### config.mk
export PLATFORM = sky130hd
export DESIGN_NAME = mcu_target_arb
export DESIGN_NICKNAME = d
export VERILOG_FILES = /design/src/rtl/mcu_target_arb.sv
export SDC_FILE = /design/constraint.sdc
export NUM_CORES = 1
export LEC_CHECK = 0
export ABC_AREA = 1
export CAP_MARGIN = 40
export CORE_MARGIN = 10
export CORE_UTILIZATION = 45
export CTS_BUF_LIST = sky130_fd_sc_hd__clkbuf_16
export DETAILED_ROUTE_END_ITERATION = 7
export GPL_TIMING_DRIVEN = 0
export PLACE_DENSITY = 0.75
export SYNTH_ARGS = -nofsm -noshare
export SYNTH_HDL_FRONTEND = slang
export SYNTH_SLANG_ARGS = --single-unit
### constraint.sdc
create_clock -name clk -period 2 [get_ports clk]
set_input_delay 0.4 -clock clk [delete_from_list [all_inputs] [get_ports clk]]
set_output_delay 0.4 -clock clk [all_outputs]
set_load 0.02 [all_outputs]
### src/rtl/mcu_target_arb.sv
// mcu_target_arb: routes MCU byte transfers to one of four targets, a local
// control register (interrupt mask) or a sink. The first byte of each transfer
// selects the destination. Replies are muxed back to the MCU, and the masked
// target interrupts drive an active-low interrupt line. A transfer that stays
// quiet for too long is dropped back to idle.
module mcu_target_arb #(
  parameter logic [31:0] TIMEOUT = 32'd1_000_000
) (
  input  logic        clk,
  input  logic        reset,
  input  logic        data_in_strobe,
  input  logic        data_in_start,
  input  logic [7:0]  data_in,
  output logic [7:0]  data_out,
  output logic [3:0]  tgt_strobe,
  output logic        tgt_start,
  output logic [7:0]  tgt_data,
  input  logic [31:0] tgt_dout,
  input  logic [3:0]  tgt_irq,
  output logic        int_out_n,
  output logic [2:0]  sel
);

  typedef enum logic [1:0] {
    S_IDLE,
    S_FWD,
    S_CTRL,
    S_DROP
  } state_t;

  state_t      state;
  logic [1:0]  target;
  logic        first_byte;
  logic [3:0]  irq_mask;
  logic [31:0] idle_cnt;

  // Transfer FSM, target forwarding, reply mux, interrupt line and idle timeout.
  always_ff @(posedge clk) begin
    if (reset) begin
      state      <= S_IDLE;
      target     <= 2'd0;
      first_byte <= 1'b0;
      irq_mask   <= 4'hF;
      idle_cnt   <= 32'd0;
      tgt_strobe <= 4'b0000;
      tgt_start  <= 1'b0;
      tgt_data   <= 8'h00;
      data_out   <= 8'hFF;
      int_out_n  <= 1'b1;
    end else begin
      tgt_strobe <= 4'b0000;

      case (state)
        S_FWD:   data_out <= tgt_dout[{target, 3'b000} +: 8];
        S_CTRL:  data_out <= {4'h0, tgt_irq & irq_mask};
        default: data_out <= 8'hFF;
      endcase

      int_out_n <= ~|(tgt_irq & irq_mask);

      if (data_in_strobe) begin
        idle_cnt <= 32'd0;
        if (data_in_start) begin
          first_byte <= 1'b1;
          if (data_in[7:2] == 6'd0) begin
            state  <= S_FWD;
            target <= data_in[1:0];
          end else if (data_in == 8'h0F) begin
            state <= S_CTRL;
          end else begin
            state <= S_DROP;
          end
        end else begin
          case (state)
            S_FWD: begin
              tgt_strobe <= 4'b0001 << target;
              tgt_data   <= data_in;
              tgt_start  <= first_byte;
              first_byte <= 1'b0;
            end
            S_CTRL: begin
              if (first_byte) begin
                irq_mask <= data_in[3:0];
              end
              first_byte <= 1'b0;
            end
            default: begin
            end
          endcase
        end
      end else if (state == S_IDLE) begin
        idle_cnt <= 32'd0;
      end else if (idle_cnt >= TIMEOUT - 32'd1) begin
        state      <= S_IDLE;
        first_byte <= 1'b0;
        idle_cnt   <= 32'd0;
      end else begin
        idle_cnt <= idle_cnt + 32'd1;
      end
    end
  end

  // Debug view of the state: 1tt = forwarding to target tt, 001 = control, 010 = drop.
  always_comb begin
    sel = 3'b000;
    case (state)
      S_FWD:   sel = {1'b1, target};
      S_CTRL:  sel = 3'b001;
      S_DROP:  sel = 3'b010;
      default: sel = 3'b000;
    endcase
  end

endmodule
; After elaboration in Yosys (flattened, before gate mapping)
; Index checks and enable logic that the tools add are counted.
[word_totals]
ramBits = 0
regBits = 63
n_memories = 0
latch_bits = 0
mem_bits_ro = 0
[op_classes]
magnitude_cmp = 1
n_mul = 0
n_bitwise = 4
add_sub_neg = 1
n_eq_ne = 7
reduce_logical = 13
n_mux = 13
shifts = 2
div_mod_pow = 0
[ops]
columns = operator, count
row1 = $add 32x1->32 const B, 1
row2 = $ge 32x20->1 const B, 1
row3 = $shiftx 32x6->8, 1
row4 = $pmux 8 s2, 1
row5 = $reduce_and 3->1, 4
row6 = $reduce_or 4->1, 3
row7 = $mux 2, 5
row8 = $pmux 3 s3, 1
row9 = $eq 8x4->1 const B, 1
row10 = $logic_not 6->1, 1
row11 = $mux 1, 6
row12 = $and 4x4->4, 1
row13 = $eq 2x2->1 const B, 2
row14 = $reduce_and 4->1, 1
row15 = $shl 1x2->4 const A, 1
row16 = $ne 3x2->1 const B, 1
row17 = $not 1->1, 3
row18 = $eq 2x1->1 const B, 1
row19 = $logic_not 2->1, 1
row20 = $ne 2x1->1 const B, 1
row21 = $ne 2x2->1 const B, 1
row22 = $reduce_bool 2->1, 1
row23 = $reduce_or 2->1, 1
row24 = $logic_not 1->1, 1

; Logic depth before layout (Yosys ltp)
[logic_depth]
word_depth = 5
depth_mapped = 11

; Worst setup path after synthesis
; No wires, ideal clock.
[synth_path]
kind = flip-flop to output port
from = register state[0]
to = output port sel[1]
path_buffers = 1
arrival_ns = 1.401
setup_slack_ns = 0.199
stages_incl_launch_ff = 5
path_cell_list = dfxtp_1 ha_1 clkbuf_1 a21oi_1 nor2_1
[synth_via]
elab_chain_cells = 2
word_cells_on_any_way = 4
cone_classes = eq/ne (3) / mux (1)
[synth_rtl]
columns = item, line
row1 = start: declaration, 31  ; state_t state;
row2 = start signal: assignment, 40  ; state <= S_IDLE;
row3 = start signal: assignment, 66  ; state <= S_FWD;
row4 = start signal: assignment, 69  ; state <= S_CTRL;
row5 = $eq 2x2->1 / $eq 2x1->1 (equally long branches), 106  ; case (state)
row6 = $pmux 3 s3 (*), 106
row7 = end: declaration, 21  ; output logic [2:0] sel
; Mark *: on every way between the ends. The rest lies on a longest branch, timed or not.

; Final worst setup path
[layout_path]
from = register state[1]
to = output port sel[1]
; The elaborated chain is that of the path after synthesis.

==> impl_metrics.env <==
export IMPL_run_status="finished, final reports clean"
export IMPL_synthMostInstantiatedCell="nand2_1"
export IMPL_floorplan_die_height_um=97.80
export IMPL_num_antenna_cells=0
export IMPL_synth_largest_type_area_fraction_pct=46.30
export IMPL_kind_of_cell_adding_the_most_delay_to_the_critical_path="buffers and inverters"
export IMPL_setup_viol_count_final=0
export IMPL_syn_to_final_growth_pct=41.71
export IMPL_crit_slowest_cell="dfxtp_2"
export IMPL_detailedRoute_firstIterationViolations=96
export IMPL_post_synthesis_instance_area_mm2=0.002724
export IMPL_fin_crit_sh_pct=94.69
export IMPL_ant_nets=0
export IMPL_unrepaired_setup_endpoints_after_global_routing="no"
export IMPL_yosys_top_cells_count="nand2_1, dfxtp_1, nor2_1, nand3_1, inv_1"
export IMPL_min_path_cells=2
export IMPL_power_ir_vdd_worst_mv=0.6011
export IMPL_maximum_number_of_pins_on_one_net_before_global_route_repair=11
export IMPL_vias=2552
export IMPL_ff_latch_area_mm2=0.001264
export IMPL_cts_resized_gates=17
export IMPL_timing_critical_path_cells="inv_1 > ha_1 > clkbuf_8 > a21oi_1 > nor2_1 > buf_2"
export IMPL_timing_critical_path_arrival_ns=1.49
export IMPL_vias_per_cell=4.797
export IMPL_cts_buffer_depth=2
export IMPL_slew_headroom_pct=59.20
export IMPL_clock_sinks=63
export IMPL_tritoncts="yes"
export IMPL_drtPass1Iterations=4
export IMPL_h_tree_level_count=3
export IMPL_drive_gt1_share_pct=8.972
export IMPL_worst_r2r_cell_count=10
export IMPL_gp_congestion=0.8358
export IMPL_count_of_final_max_slew_check_failures=0
export IMPL_yosys_area_top_type="dfxtp_1"
export IMPL_synth_seq_area_share_pct=46.30
export IMPL_timing_max_cap_violations=0
export IMPL_p_per_area_mw_per_mm2=809.9
export IMPL_slack_of_the_critical_path_ns=0.1061
export IMPL_max_freq_mhz=528.0
export IMPL_synth_edff_count=0
export IMPL_postSynthCellCount=360
export IMPL_timing_hold_violations_final=0
export IMPL_synth_ff_type="dfxtp_1"
export IMPL_yosys_warnings=0
export IMPL_grt_pass1_wl_um=11590
export IMPL_cts_hold_buf=0
export IMPL_post_synth_num_cell_types=28
export IMPL_die_width_um=97.80
export IMPL_avgRoutedWirePerCell_um=13.15
export IMPL_portBuffers=72
export IMPL_via_count_of_the_first_global_routing_pass=2486
export IMPL_timing_final_crit_period_ns=1.894
export IMPL_numCtsBuffers=9
export IMPL_totalPowerFinal_w=0.003126
export IMPL_grt_remaining_overflow=0
export IMPL_track_usage_pct=14.72
export IMPL_dp_hpwl_um=5192
export IMPL_fin_nets=506
export IMPL_row_count=28
export IMPL_tightest_slew_ns=0.6098
export IMPL_minimum_setup_slack_after_placement_ns=-0.3644
export IMPL_cellLeakagePower_nw=1.552
export IMPL_rrSetupSlack_ns=0.42
export IMPL_synth_area_per_cell_um2=7.566
export IMPL_top_level_ports=73
export IMPL_ys_seq_elements=63
export IMPL_timing_hold_worst_start="tgt_data[3]$_SDFFE_PP0P_"
export IMPL_synth_area_leaders="dfxtp_1, nand2_1, nand3_1"
export IMPL_synth_async_sr_flop_share_pct=0
export IMPL_fillers=480
export IMPL_start_util_pct=46.28
export IMPL_worstSkewPairLatency_ns=0.32
export IMPL_clk_pin_slew_worst_paths_ns=0.05
export IMPL_coreArea_mm2=0.005886
export IMPL_number_of_antenna_violations_at_the_first_check_in_global_routing=0
export IMPL_cts_setup_buffers=0
export IMPL_route_detailed_drc=0
export IMPL_finalSetupTns_ns=0
export IMPL_clock_tree_root_cell="clkbuf_16"
export IMPL_hold_class="reg -> reg"
export IMPL_critical_path_peak_fanout=10
export IMPL_clock_skew_final_ns=0.004853
export IMPL_timing_critical_path_from_type="flop"
export IMPL_cp_data_required_time_ns=1.60
export IMPL_reg2reg_from="idle_cnt[0]$_SDFF_PP0_"
export IMPL_worst_hold_path_endpoint="tgt_data[3]$_SDFFE_PP0P_"
export IMPL_r2r_end="first_byte$_SDFFE_PP0P_"
export IMPL_multi_input_logic_area_mm2=0.001329
export IMPL_crit_type="reg -> out"
export IMPL_wirelength_um=6996
export IMPL_critPathBufInv=3
export IMPL_critical_path_max_stage_delay_ns=0.35
export IMPL_die_area_mm2=0.009565
export IMPL_cp_end_kind="primary output"
worst max path at each step:
| stage | slack [ns] | from | to | cells after the start |
|---|---|---|---|---|
| 6_report | 0.11 | state[1]$_SDFFE_PP0P_ | sel[1] | 6 |
| 5_1_grt | 0.01 | state[1]$_SDFFE_PP0P_ | sel[0] | 6 |
| 4_1_cts | 0.08 | state[1]$_SDFFE_PP0P_ | sel[0] | 6 |
| 3_5_place_dp | -0.36 | state[0]$_SDFFE_PP0P_ | sel[0] | 5 |
| 3_3_place_gp | -0.34 | state[0]$_SDFFE_PP0P_ | sel[0] | 5 |
| 2_1_floorplan | 0.20 | state[0]$_SDFFE_PP0P_ | sel[1] | 4 |
metrics by stage:
| stage | cells | instance area (um2) | hold slack [ns] | util [%] |
|---|---|---|---|---|
| CTS | 532 | 3857 | 0.4637 | 65.54 |
| detailed placement | 518 | 3580 | 0.4551 | 60.82 |
| global placement | 518 | 3580 | 0.4412 | 60.82 |
| floorplan | 371 | 2765 | 0.4287 | - |
| finish | 532 | 3860 | 0.4646 | 65.58 |
| global route | 532 | 3860 | 0.4892 | 65.58 |
tightest hold or removal path: stages (launching register included):
cell	delay, ns
dfxtp_1	0.30
nand2_1	0.06
a21oi_1	0.06
where the power goes:
part | internal [W] | leakage, nW | switching, W
clock | 0.000942 | 0.146 | 0.000525
combinational | 0.000177 | 0.891 | 0.000159
sequential | 0.00130 | 0.516 | 0.0000197
total | 0.00242 | 1.55 | 0.000703
final cells by class:
cell class	instances	share of cell area [%]
Clock inverter	6	1.394
Clock buffer	9	5.835
Tap cell	75	2.431
Sequential cell	63	32.74
Timing Repair Buffer	72	18.44
Multi-Input combinational cell	265	34.42
Buffer	10	1.621
Inverter	32	3.112
kinds of logic (layout without fill, tap and decap cells):
group	Yosys count	in the layout	synth area share (%)
compound gates	39	39	7.350
xor+xnor	16	16	5.145
fa+ha+maj	5	5	2.297
buf+inv	43	129	6.431
flops	63	63	46.30
other cells	1	12	0.1377
simple gates	193	193	32.34
cell usage in the layout (no fill, tap or decap), drive strengths merged:
cell	netlist	layout
xnor2	4	4
clkinv	1	5
nand3b	1	1
nand2	80	80
nand3	44	44
dfxtp	63	63
nor2	53	53
or2	1	1
buf	5	7
clkdlybuf4s50	0	69
ha	5	5
a21oi	23	23
bufinv	0	1
a22oi	1	1
nor4	2	2
conb	1	12
o21bai	1	1
nor3	8	8
nand4	4	4
clkbuf	6	14
inv	31	32
dlygate4sd2	0	1
xor2	12	12
o21ai	14	14
metal layers:
metal | global-route usage [%] | vias to the layer above | wire length (um) | share of wire [%]
li1 | - | 1335 | - | -
met1 | 16.47 | 1141 | 3040 | 43
met2 | 23.86 | 62 | 3378 | 48
met3 | 4.863 | 14 | 383 | 5.5
met4 | 8.837 | 0 | 193 | 2.8
met5 | 0 | - | 0 | 0
flip-flops by register name (all words and copies together) (netlist names):
| register | count |
|---|---|
| data_out | 8 |
| tgt_data | 8 |
| idle_cnt | 32 |
| irq_mask | 4 |
| int_out_n | 1 |
| target | 2 |
| state | 2 |
| first_byte | 1 |
| tgt_strobe | 4 |
| tgt_start | 1 |
No activity file was read; power rests on OpenSTA's default activity.
